--- src/rtl/vga_fb_arbiter_pkg.sv ---
// Shared types and constants for the VGA framebuffer arbiter.
// State encodings are plain localparams so legacy code can compare against raw codes.
package vga_fb_arbiter_pkg;

  typedef logic [1:0] fb_state_t;

  localparam fb_state_t S_IDLE  = 2'd0;
  localparam fb_state_t S_FETCH = 2'd1;
  localparam fb_state_t S_DONE  = 2'd2;

  localparam int H_ACTIVE_DEF = 640;
  localparam int V_ACTIVE_DEF = 480;

  function automatic int frame_pixels(input int h_active, input int v_active);
    return h_active * v_active;
  endfunction

endpackage

--- src/rtl/vga_fb_arbiter_pix_fifo.sv ---
// Prefetch FIFO between the framebuffer read port and the RGB datapath.
// Flush wins over push/pop; push and pop together are legal when full.
module vga_fb_arbiter_pix_fifo #(
  parameter int DATA_W = 8,
  parameter int DEPTH  = 8,
  parameter int CNT_W  = $clog2(DEPTH) + 1
) (
  input  logic              clock,
  input  logic              reset,
  input  logic              flush,
  input  logic              push,
  input  logic [DATA_W-1:0] push_data,
  input  logic              pop,
  output logic [CNT_W-1:0]  count,
  output logic [DATA_W-1:0] head,
  output logic              not_empty
);

  localparam int PTR_W = $clog2(DEPTH);

  logic [DATA_W-1:0] mem_r [DEPTH];
  logic [PTR_W-1:0]  wr_ptr_r;
  logic [PTR_W-1:0]  rd_ptr_r;
  logic [CNT_W-1:0]  count_r;
  logic              full_s;
  logic              do_pop_s;
  logic              do_push_s;

  // Push/pop qualification; a full FIFO can still accept a push when it pops.
  always_comb begin
    full_s    = (count_r == CNT_W'(DEPTH));
    do_pop_s  = pop && (count_r != {CNT_W{1'b0}}) && !flush;
    do_push_s = push && !flush && (!full_s || do_pop_s);
  end

  // Pointer, occupancy and storage update.
  always_ff @(posedge clock or negedge reset) begin
    if (!reset) begin
      wr_ptr_r <= {PTR_W{1'b0}};
      rd_ptr_r <= {PTR_W{1'b0}};
      count_r  <= {CNT_W{1'b0}};
      for (int i = 0; i < DEPTH; i++) begin
        mem_r[i] <= {DATA_W{1'b0}};
      end
    end else if (flush) begin
      wr_ptr_r <= {PTR_W{1'b0}};
      rd_ptr_r <= {PTR_W{1'b0}};
      count_r  <= {CNT_W{1'b0}};
    end else begin
      if (do_push_s) begin
        mem_r[wr_ptr_r] <= push_data;
        wr_ptr_r        <= wr_ptr_r + PTR_W'(1);
      end
      if (do_pop_s) begin
        rd_ptr_r <= rd_ptr_r + PTR_W'(1);
      end
      count_r <= count_r + CNT_W'(do_push_s) - CNT_W'(do_pop_s);
    end
  end

  // Head is forced to zero when empty so downstream never sees stale pixels.
  always_comb begin
    count     = count_r;
    not_empty = (count_r != {CNT_W{1'b0}});
    if (not_empty) begin
      head = mem_r[rd_ptr_r];
    end else begin
      head = {DATA_W{1'b0}};
    end
  end

endmodule

--- src/rtl/vga_fb_arbiter.sv ---
// Arbitrates a single-port framebuffer between raster-order scan-out prefetch and a pixel writer.
// Reads win each slot unless a starved writer has waited MAX_WAIT cycles and the FIFO is half full.
module vga_fb_arbiter
  import vga_fb_arbiter_pkg::*;
#(
  parameter int DATA_W     = 8,
  parameter int ADDR_W     = 19,
  parameter int H_ACTIVE   = H_ACTIVE_DEF,
  parameter int V_ACTIVE   = V_ACTIVE_DEF,
  parameter int FIFO_DEPTH = 8,
  parameter int MAX_WAIT   = 16
) (
  input  logic              clock,
  input  logic              reset,
  input  logic              frame_start,
  input  logic              pix_req,
  output logic              pix_valid,
  output logic [DATA_W-1:0] pix_data,
  output logic              underrun,
  input  logic              wr_valid,
  output logic              wr_ready,
  input  logic [ADDR_W-1:0] wr_addr,
  input  logic [DATA_W-1:0] wr_data,
  output logic              mem_en,
  output logic              mem_we,
  output logic [ADDR_W-1:0] mem_addr,
  output logic [DATA_W-1:0] mem_wdata,
  input  logic [DATA_W-1:0] mem_rdata
);

  localparam int CNT_W  = $clog2(FIFO_DEPTH) + 1;
  localparam int WAIT_W = $clog2(MAX_WAIT + 1);
  localparam int TOTAL  = frame_pixels(H_ACTIVE, V_ACTIVE);

  localparam logic [ADDR_W-1:0] LAST_ADDR    = ADDR_W'(TOTAL - 1);
  localparam logic [CNT_W-1:0]  FULL_CREDITS = CNT_W'(FIFO_DEPTH);
  localparam logic [CNT_W-1:0]  HALF_CREDITS = CNT_W'(FIFO_DEPTH / 2);
  localparam logic [WAIT_W-1:0] WAIT_LIMIT   = WAIT_W'(MAX_WAIT);

  fb_state_t         state_r;
  fb_state_t         state_next_s;
  logic [ADDR_W-1:0] rd_addr_r;
  logic              inflight_r;
  logic [WAIT_W-1:0] wait_cnt_r;
  logic              underrun_r;

  logic [CNT_W-1:0]  fifo_count_s;
  logic [DATA_W-1:0] fifo_head_s;
  logic              fifo_valid_s;
  logic [CNT_W-1:0]  credits_s;
  logic              rd_want_s;
  logic              force_wr_s;
  logic              grant_rd_s;
  logic              grant_wr_s;
  logic              pop_s;

  vga_fb_arbiter_pix_fifo #(
    .DATA_W (DATA_W),
    .DEPTH  (FIFO_DEPTH),
    .CNT_W  (CNT_W)
  ) u_pix_fifo (
    .clock     (clock),
    .reset     (reset),
    .flush     (frame_start),
    .push      (inflight_r),
    .push_data (mem_rdata),
    .pop       (pop_s),
    .count     (fifo_count_s),
    .head      (fifo_head_s),
    .not_empty (fifo_valid_s)
  );

  // Slot arbitration; the force condition ignores wr_valid so wr_ready never depends on it.
  always_comb begin
    credits_s  = fifo_count_s + CNT_W'(inflight_r);
    rd_want_s  = (state_r == S_FETCH) && (credits_s < FULL_CREDITS) && !frame_start;
    force_wr_s = (wait_cnt_r == WAIT_LIMIT) && (credits_s >= HALF_CREDITS);
    grant_rd_s = reset && rd_want_s && !force_wr_s;
    grant_wr_s = reset && !grant_rd_s;
    pop_s      = pix_req && fifo_valid_s && !frame_start;
  end

  // Memory port driven straight from the grant.
  always_comb begin
    wr_ready  = grant_wr_s;
    mem_en    = 1'b0;
    mem_we    = 1'b0;
    mem_addr  = {ADDR_W{1'b0}};
    mem_wdata = {DATA_W{1'b0}};
    if (grant_rd_s) begin
      mem_en   = 1'b1;
      mem_addr = rd_addr_r;
    end else if (grant_wr_s && wr_valid) begin
      mem_en    = 1'b1;
      mem_we    = 1'b1;
      mem_addr  = wr_addr;
      mem_wdata = wr_data;
    end else begin
      mem_en = 1'b0;
    end
  end

  // Next-state: frame_start restarts fetch from any state.
  always_comb begin
    state_next_s = state_r;
    if (frame_start) begin
      state_next_s = S_FETCH;
    end else begin
      case (state_r)
        S_IDLE:  state_next_s = S_IDLE;
        S_FETCH: begin
          if (grant_rd_s && (rd_addr_r == LAST_ADDR)) begin
            state_next_s = S_DONE;
          end else begin
            state_next_s = S_FETCH;
          end
        end
        S_DONE:  state_next_s = S_DONE;
        default: state_next_s = S_IDLE;
      endcase
    end
  end

  // FSM, read address and in-flight tracking; clearing inflight drops a read returning after frame_start.
  always_ff @(posedge clock or negedge reset) begin
    if (!reset) begin
      state_r    <= S_IDLE;
      rd_addr_r  <= {ADDR_W{1'b0}};
      inflight_r <= 1'b0;
    end else if (frame_start) begin
      state_r    <= state_next_s;
      rd_addr_r  <= {ADDR_W{1'b0}};
      inflight_r <= 1'b0;
    end else begin
      state_r    <= state_next_s;
      inflight_r <= grant_rd_s;
      if (grant_rd_s) begin
        rd_addr_r <= rd_addr_r + ADDR_W'(1);
      end
    end
  end

  // Writer starvation counter, saturating at the force threshold.
  always_ff @(posedge clock or negedge reset) begin
    if (!reset) begin
      wait_cnt_r <= {WAIT_W{1'b0}};
    end else if (!wr_valid || grant_wr_s) begin
      wait_cnt_r <= {WAIT_W{1'b0}};
    end else if (wait_cnt_r != WAIT_LIMIT) begin
      wait_cnt_r <= wait_cnt_r + WAIT_W'(1);
    end
  end

  // Sticky underrun flag; a request in the flush cycle is not an underrun.
  always_ff @(posedge clock or negedge reset) begin
    if (!reset) begin
      underrun_r <= 1'b0;
    end else if (pix_req && !fifo_valid_s && !frame_start) begin
      underrun_r <= 1'b1;
    end
  end

  assign pix_valid = fifo_valid_s;
  assign pix_data  = fifo_head_s;
  assign underrun  = underrun_r;

endmodule

--- config.mk ---
export PLATFORM = sky130hd
export DESIGN_NAME = vga_fb_arbiter
export DESIGN_NICKNAME = d
export VERILOG_FILES = /design/src/rtl/vga_fb_arbiter_pkg.sv /design/src/rtl/vga_fb_arbiter_pix_fifo.sv /design/src/rtl/vga_fb_arbiter.sv
export SDC_FILE = /design/constraint.sdc
export NUM_CORES = 1
export LEC_CHECK = 0
export CELL_PAD_IN_SITES_DETAIL_PLACEMENT = 1
export CELL_PAD_IN_SITES_GLOBAL_PLACEMENT = 2
export CORE_MARGIN = 4
export CORE_UTILIZATION = 36
export DETAILED_ROUTE_END_ITERATION = 6
export PLACE_DENSITY = 0.78
export SLEW_MARGIN = 30
export SYNTH_ARGS = -nofsm -noshare
export SYNTH_HDL_FRONTEND = slang
export SYNTH_HIERARCHICAL = 1
export SYNTH_SLANG_ARGS = --single-unit
--- constraint.sdc ---
create_clock -name clock -period 4.4 [get_ports clock]
set_input_delay 1.32 -clock clock [delete_from_list [all_inputs] [get_ports clock]]
set_output_delay 1.32 -clock clock [all_outputs]
set_load 0.05 [all_outputs]
-- Word level (Yosys, flattened, before mapping)
Index checks and enable logic that the tools add are counted.
- $add $sub $neg: 7
- $lt $le $gt $ge: 5
- equal/unequal tests: 6
- mux-type cells: 27
- bitwise logic cells: 3
- reductions and logical operators: 31
- operators with widths (cell ; count):
    $mux 19 ; 4
    $bwmux 64 ; 1
    $mux 8 ; 6
    $bmux 8 s3 ; 1
    $demux 8 s3 ; 1
    $add 19x1->19 const B ; 1
    $eq 19x19->1 const B ; 1
    $logic_and 1x1->1 ; 17
    $mux 3 ; 4
    $mux 5 ; 2
    $add 4x1->4 ; 2
    $ge 4x4->1 const B ; 2
    $not 3->4 ; 2
    $reduce_bool 2->1 ; 4
    $add 3x1->3 const B ; 2
    $logic_not 1->1 ; 6
    $add 5x1->5 const B ; 1
    $eq 5x5->1 const B ; 1
    $ne 5x5->1 const B ; 1
    $eq 4x4->1 const B ; 1
    $ge 4x3->1 const B ; 1
    $lt 4x1->1 const B ; 1
    $lt 4x4->1 const B ; 1
    $mux 1 ; 4
    other kinds (10) ; 12
- bits in registers: 102
- input port bits: 40
- output and inout port bits: 40
- word-level logic and storage cells: 95

-- Logic depth before layout (Yosys ltp)
- depth in word-level cells: 11
- mapped depth: 15
- depth with buffers taken out: 14

-- By module
Netlist, hierarchy kept.
- by module, submodules not included (module ; instances ; cells an instance ; area an instance (um^2) ; seq. area each (um^2)):
    vga_fb_arbiter_pix_fifo ; 1 ; 245 ; 3654.8 ; 1851.8
    vga_fb_arbiter ; 1 ; 239 ; 1901.8 ; 700.7

-- Worst setup path after synthesis
No wires, ideal clock.
- kind: input to output
- start point: input frame_start
- end point: output mem_addr[8]
- arrival time: 3.062 ns
- required time: 3.080 ns
- setup slack: 0.018 ns
- stages on the path: 5
- buffers on the path: 2
- cells stage by stage: and3b_1 nand3_4 buf_6 buf_2 o21ai_0
- longest elaborated chain between the ends: 9
- RTL lines (item ; RTL line ; text):
    start, declared ; vga_fb_arbiter.sv:15 ; input logic frame_start,
    $logic_not 1->1 * ; vga_fb_arbiter.sv:76 ; rd_want_s = (state_r == S_FETCH) && (credits_s < FULL_CREDITS) && !frame_start;
    $logic_and 1x1->1 * ; vga_fb_arbiter.sv:76 ;
    $logic_and 1x1->1 * (2 in series) ; vga_fb_arbiter.sv:78 ; grant_rd_s = reset && rd_want_s && !force_wr_s;
    $logic_not 1->1 ; vga_fb_arbiter.sv:79 ; grant_wr_s = reset && !grant_rd_s;
    $logic_and 1x1->1 ; vga_fb_arbiter.sv:79 ;
    $logic_and 1x1->1 ; vga_fb_arbiter.sv:93 ; end else if (grant_wr_s && wr_valid) begin
    $mux 19 ; vga_fb_arbiter.sv:93 ;
    $mux 19 * ; vga_fb_arbiter.sv:90 ; if (grant_rd_s) begin
    end, declared ; vga_fb_arbiter.sv:26 ; output logic [ADDR_W-1:0] mem_addr,
Every way passes the cells marked *; elsewhere a longest branch is shown, timed or not.

-- Worst setup path in the final report
- start point: input frame_start
- end point: output mem_addr[3]
The elaborated chain is that of the path after synthesis.

==> impl_metrics.yaml <==
cts:
  clock-sinks: 102
  tritoncts_clock_tree: "yes"
  cts.clk_slew.worst_paths_ps: 70
  postCtsResizedCells: 0
  post-cts-setup-buffer-count: 0
  cts_inserted_buffers: 9
  clock_insertion_delay_worst_skew_ps: 350
  max-clock-path-buffers: 2
  clockRootBuffer: "sky130_fd_sc_hd__clkbuf_16"
  cts_hold_buffers: 0
  ctsHtreeMaxLevel: 3
grt:
  vias_in_the_first_global_route: 4545
  largest_net_degree_at_the_start_of_global_routing: 82
  grt.total_usage_pct: 17.8
  wire_length_of_the_first_global_routing_pass_mm: 25.1
  antenna_found_initial: 0
  globalRoute.totalOverflow: 0
hold_path:
  worstHoldPathType: "flip-flop to flip-flop"
  holdCritStartpoint: "underrun"
  hold_end: "underrun"
  hold_path_depth: 1
timing:
  finalCritPeriodShare_pct: 95.9
  finalSetupViolations: 0
  worst_clock_skew_ps: 6.55
  finalCriticalPeriod_ps: 4220
  fin_tns_setup_ps: 0
  grt_setup_unrepaired: "no"
  timing.max_slew.rel_slack_pct: 50.9
  maxClockFrequency_mhz: 237
  worstMarginPinSlew_ps: 737
  finalHoldWorstSlack_ps: 476
  final.setup.worst_slack_ps: 180
  hold_viol: 0
  drv_slew: 0
critical_path:
  r2r_end: "u_pix_fifo/count[3]"
  cpMaxStageDelayCell: "sky130_fd_sc_hd__clkdlybuf4s50_1"
  timing.reg2reg.setup_slack_ps: 1380
  worstReg2RegStart: "u_pix_fifo/count[2]"
  critical_path_arrival_ps: 2900
  crit_top_cell: "sky130_fd_sc_hd__nand2_1"
  ff2ff_path_depth: 15
  cp_slowest_stage_delay_ps: 430
  worstSetupPathType: "input pin to primary output"
  crit_path_end_kind: "primary output"
  path_max_fanout: 25
  critPathLaunchType: "input pin"
  critical_path.cell_chain: "clkdlybuf4s50_1 -> and3b_1 -> nand3_4 -> inv_2 -> nand2_1 -> nand2_1 -> buf_12"
  cp_data_required_time_ps: 3080
synth:
  syn_inst: 484
  synth.ff_latch_count: 102
  synth-main-ff-cell: "sky130_fd_sc_hd__dfrtp_1"
  syn-num-nets: 538
  fraction_of_post_synthesis_cell_area_in_the_top_cell_type_by_area_pct: 45.9
  synth_edf_count: 0
  fraction_of_registers_with_async_set_or_reset_after_synthesis_pct: 100
  unique_masters_post_synth: 59
  avgSynthCellArea_um2: 11.5
  synth_seq_area_share_pct: 45.9
  synthTopCellsByArea: "sky130_fd_sc_hd__dfrtp_1 (46%), sky130_fd_sc_hd__mux2_2 (12%), sky130_fd_sc_hd__mux4_2 (6.5%)"
  netlist_area_mm2: 0.00556
  synthesis.yosys.warnings: 6
  synth_largest_area_cell: "sky130_fd_sc_hd__dfrtp_1"
placed_design:
  dpl_worst_slack_ps: 177
  placedInstanceArea_mm2: 0.00691
  routabilityCongestion: 0.744
  buffer_ports.inserted: 79
  post-place-cells: 742
  dp_hpwl_mm: 10.4
die:
  top_level_ports: 80
  floorplan.die.width_um: 132
  placementRows: 45
  die-height_um: 132
  die_area_mm2: 0.0175
  start_util_pct: 36.7
  core_mm2: 0.0151
final_layout:
  fin_area_mm2: 0.00721
  syn2layout_area_growth_pct: 29.8
  antenna-diode-count: 0
  nets: 619
  layout.core_utilization_pct: 47.6
  fillers: 1586
  finish.cell_count_without_fillers: 758
  post_route_cells_drive_above_1_share_pct: 28.6
detailed_routing:
  route.final.wire_length_mm: 15.0
  dr.first_iter.drc_count: 210
  detailedRoute.firstPassIterationCount: 4
  remaining_drc_errors: 0
  via_per_inst: 5.49
  drt.antenna.violating_nets: 0
  via_count: 4160
  avgRoutedWirePerCell_um: 19.7
pwr:
  power-per-cell-area_mw_per_mm2: 377
  power.leakage_nw: 3.21
  finalPower_mw: 2.72
  vdd_drop_max_uv: 336
run_status:
  status: "complete, no violations"
job:
  drv_cap: 0
worst max-delay path by stage:
stage	slack, ps	end	from	depth (start not counted)
finish	180	mem_addr[3]	frame_start	7
global route	50	mem_addr[6]	frame_start	7
CTS	170	mem_addr[3]	frame_start	7
detailed placement	180	mem_addr[3]	frame_start	7
global placement	240	mem_addr[10]	frame_start	7
floorplan	20	mem_addr[8]	frame_start	5
sequential cells by signal (all words and copies together), names as in the netlist, 2 cells and up:
register / cells
state_r: 2
u_pix_fifo/rd_ptr_r: 3
rd_addr_r: 19
u_pix_fifo/wr_ptr_r: 3
wait_cnt_r: 5
u_pix_fifo/mem_r: 64
u_pix_fifo/count: 4
layer usage:
metal | global-route usage (%) | wire length, µm | share of wire [%] | up-vias
met2 | 30.6 | 7610 | 51 | 82
met5 | 0 | 0 | 0 | -
met3 | 2.86 | 437 | 2.9 | 13
li1 | - | - | - | 1917
met4 | 5.25 | 182 | 1.2 | 0
met1 | 23.2 | 6740 | 45 | 2148
report_power, final:
| group | switching (mW) | total (mW) | leakage (nW) | internal [mW] |
|---|---|---|---|---|
| Clock | 0.382 | 0.830 | 0.147 | 0.449 |
| Combinational | 0.397 | 0.763 | 1.68 | 0.367 |
| Sequential | 0.0791 | 1.12 | 1.38 | 1.05 |
critical path, delay by kind of cell:
family / cells / cell delay [ps]
buffers and inverters: 3 / 920
AND/OR/NAND/NOR: 4 / 650
logic make-up (layout without fill, tap and decap cells):
group,count (synthesis),in the layout,synth area share (%)
buffers and inverters,44,130,3.56
flip-flops,102,102,45.9
XOR/XNOR,11,11,1.73
AO/OA/AOI/OAI,55,55,7.45
adder cells (fa/ha/maj),14,14,3.29
multiplexers,86,86,21.1
AND/OR/NAND/NOR,172,172,16.9
cells in the mapped netlist, drive strengths merged (3+ instances only):
library cell and instances:
or4 3, nor3b 3, or3 5, nor2b 6, and3 11, nor4 3
a21oi 15, mux4 16, buf 15, a22o 8, nand3 31, nand4 8
ha 13, dfrtp 102, nand2b 4, clkbuf 12, inv 17, nor3 4
a211oi 5, nand2 50, xor2 3, a21o 3, nand4b 5, o31ai 4
mux2 67, xnor2 8, nor2 21, mux2i 3, a211o 5, o21ai 10
and2 3
layout by cell type, fill, tap and decap left out, types with 11 or more instances in the layout:
master / instances
sky130_fd_sc_hd__dfrtp_1: 102
sky130_fd_sc_hd__mux2_2: 59
sky130_fd_sc_hd__nand2_1: 50
sky130_fd_sc_hd__clkdlybuf4s50_1: 48
sky130_fd_sc_hd__buf_12: 32
sky130_fd_sc_hd__nand3_1: 30
sky130_fd_sc_hd__nor2_1: 21
sky130_fd_sc_hd__inv_1: 16
sky130_fd_sc_hd__buf_4: 16
sky130_fd_sc_hd__mux4_2: 16
sky130_fd_sc_hd__a21oi_1: 15
sky130_fd_sc_hd__ha_1: 13
sky130_fd_sc_hd__and3_1: 11
layout make-up:
class,instances,area [µm²],share of cell area [%]
clock buffer,9,225,3.12
clock inverter,7,77.6,1.08
inverter,17,63.8,0.885
multi-input combinational,338,2810,38.9
sequential,102,2550,35.4
tap,188,235,3.26
timing repair buffer,97,1250,17.4
Power figures use the tool's default switching activity.
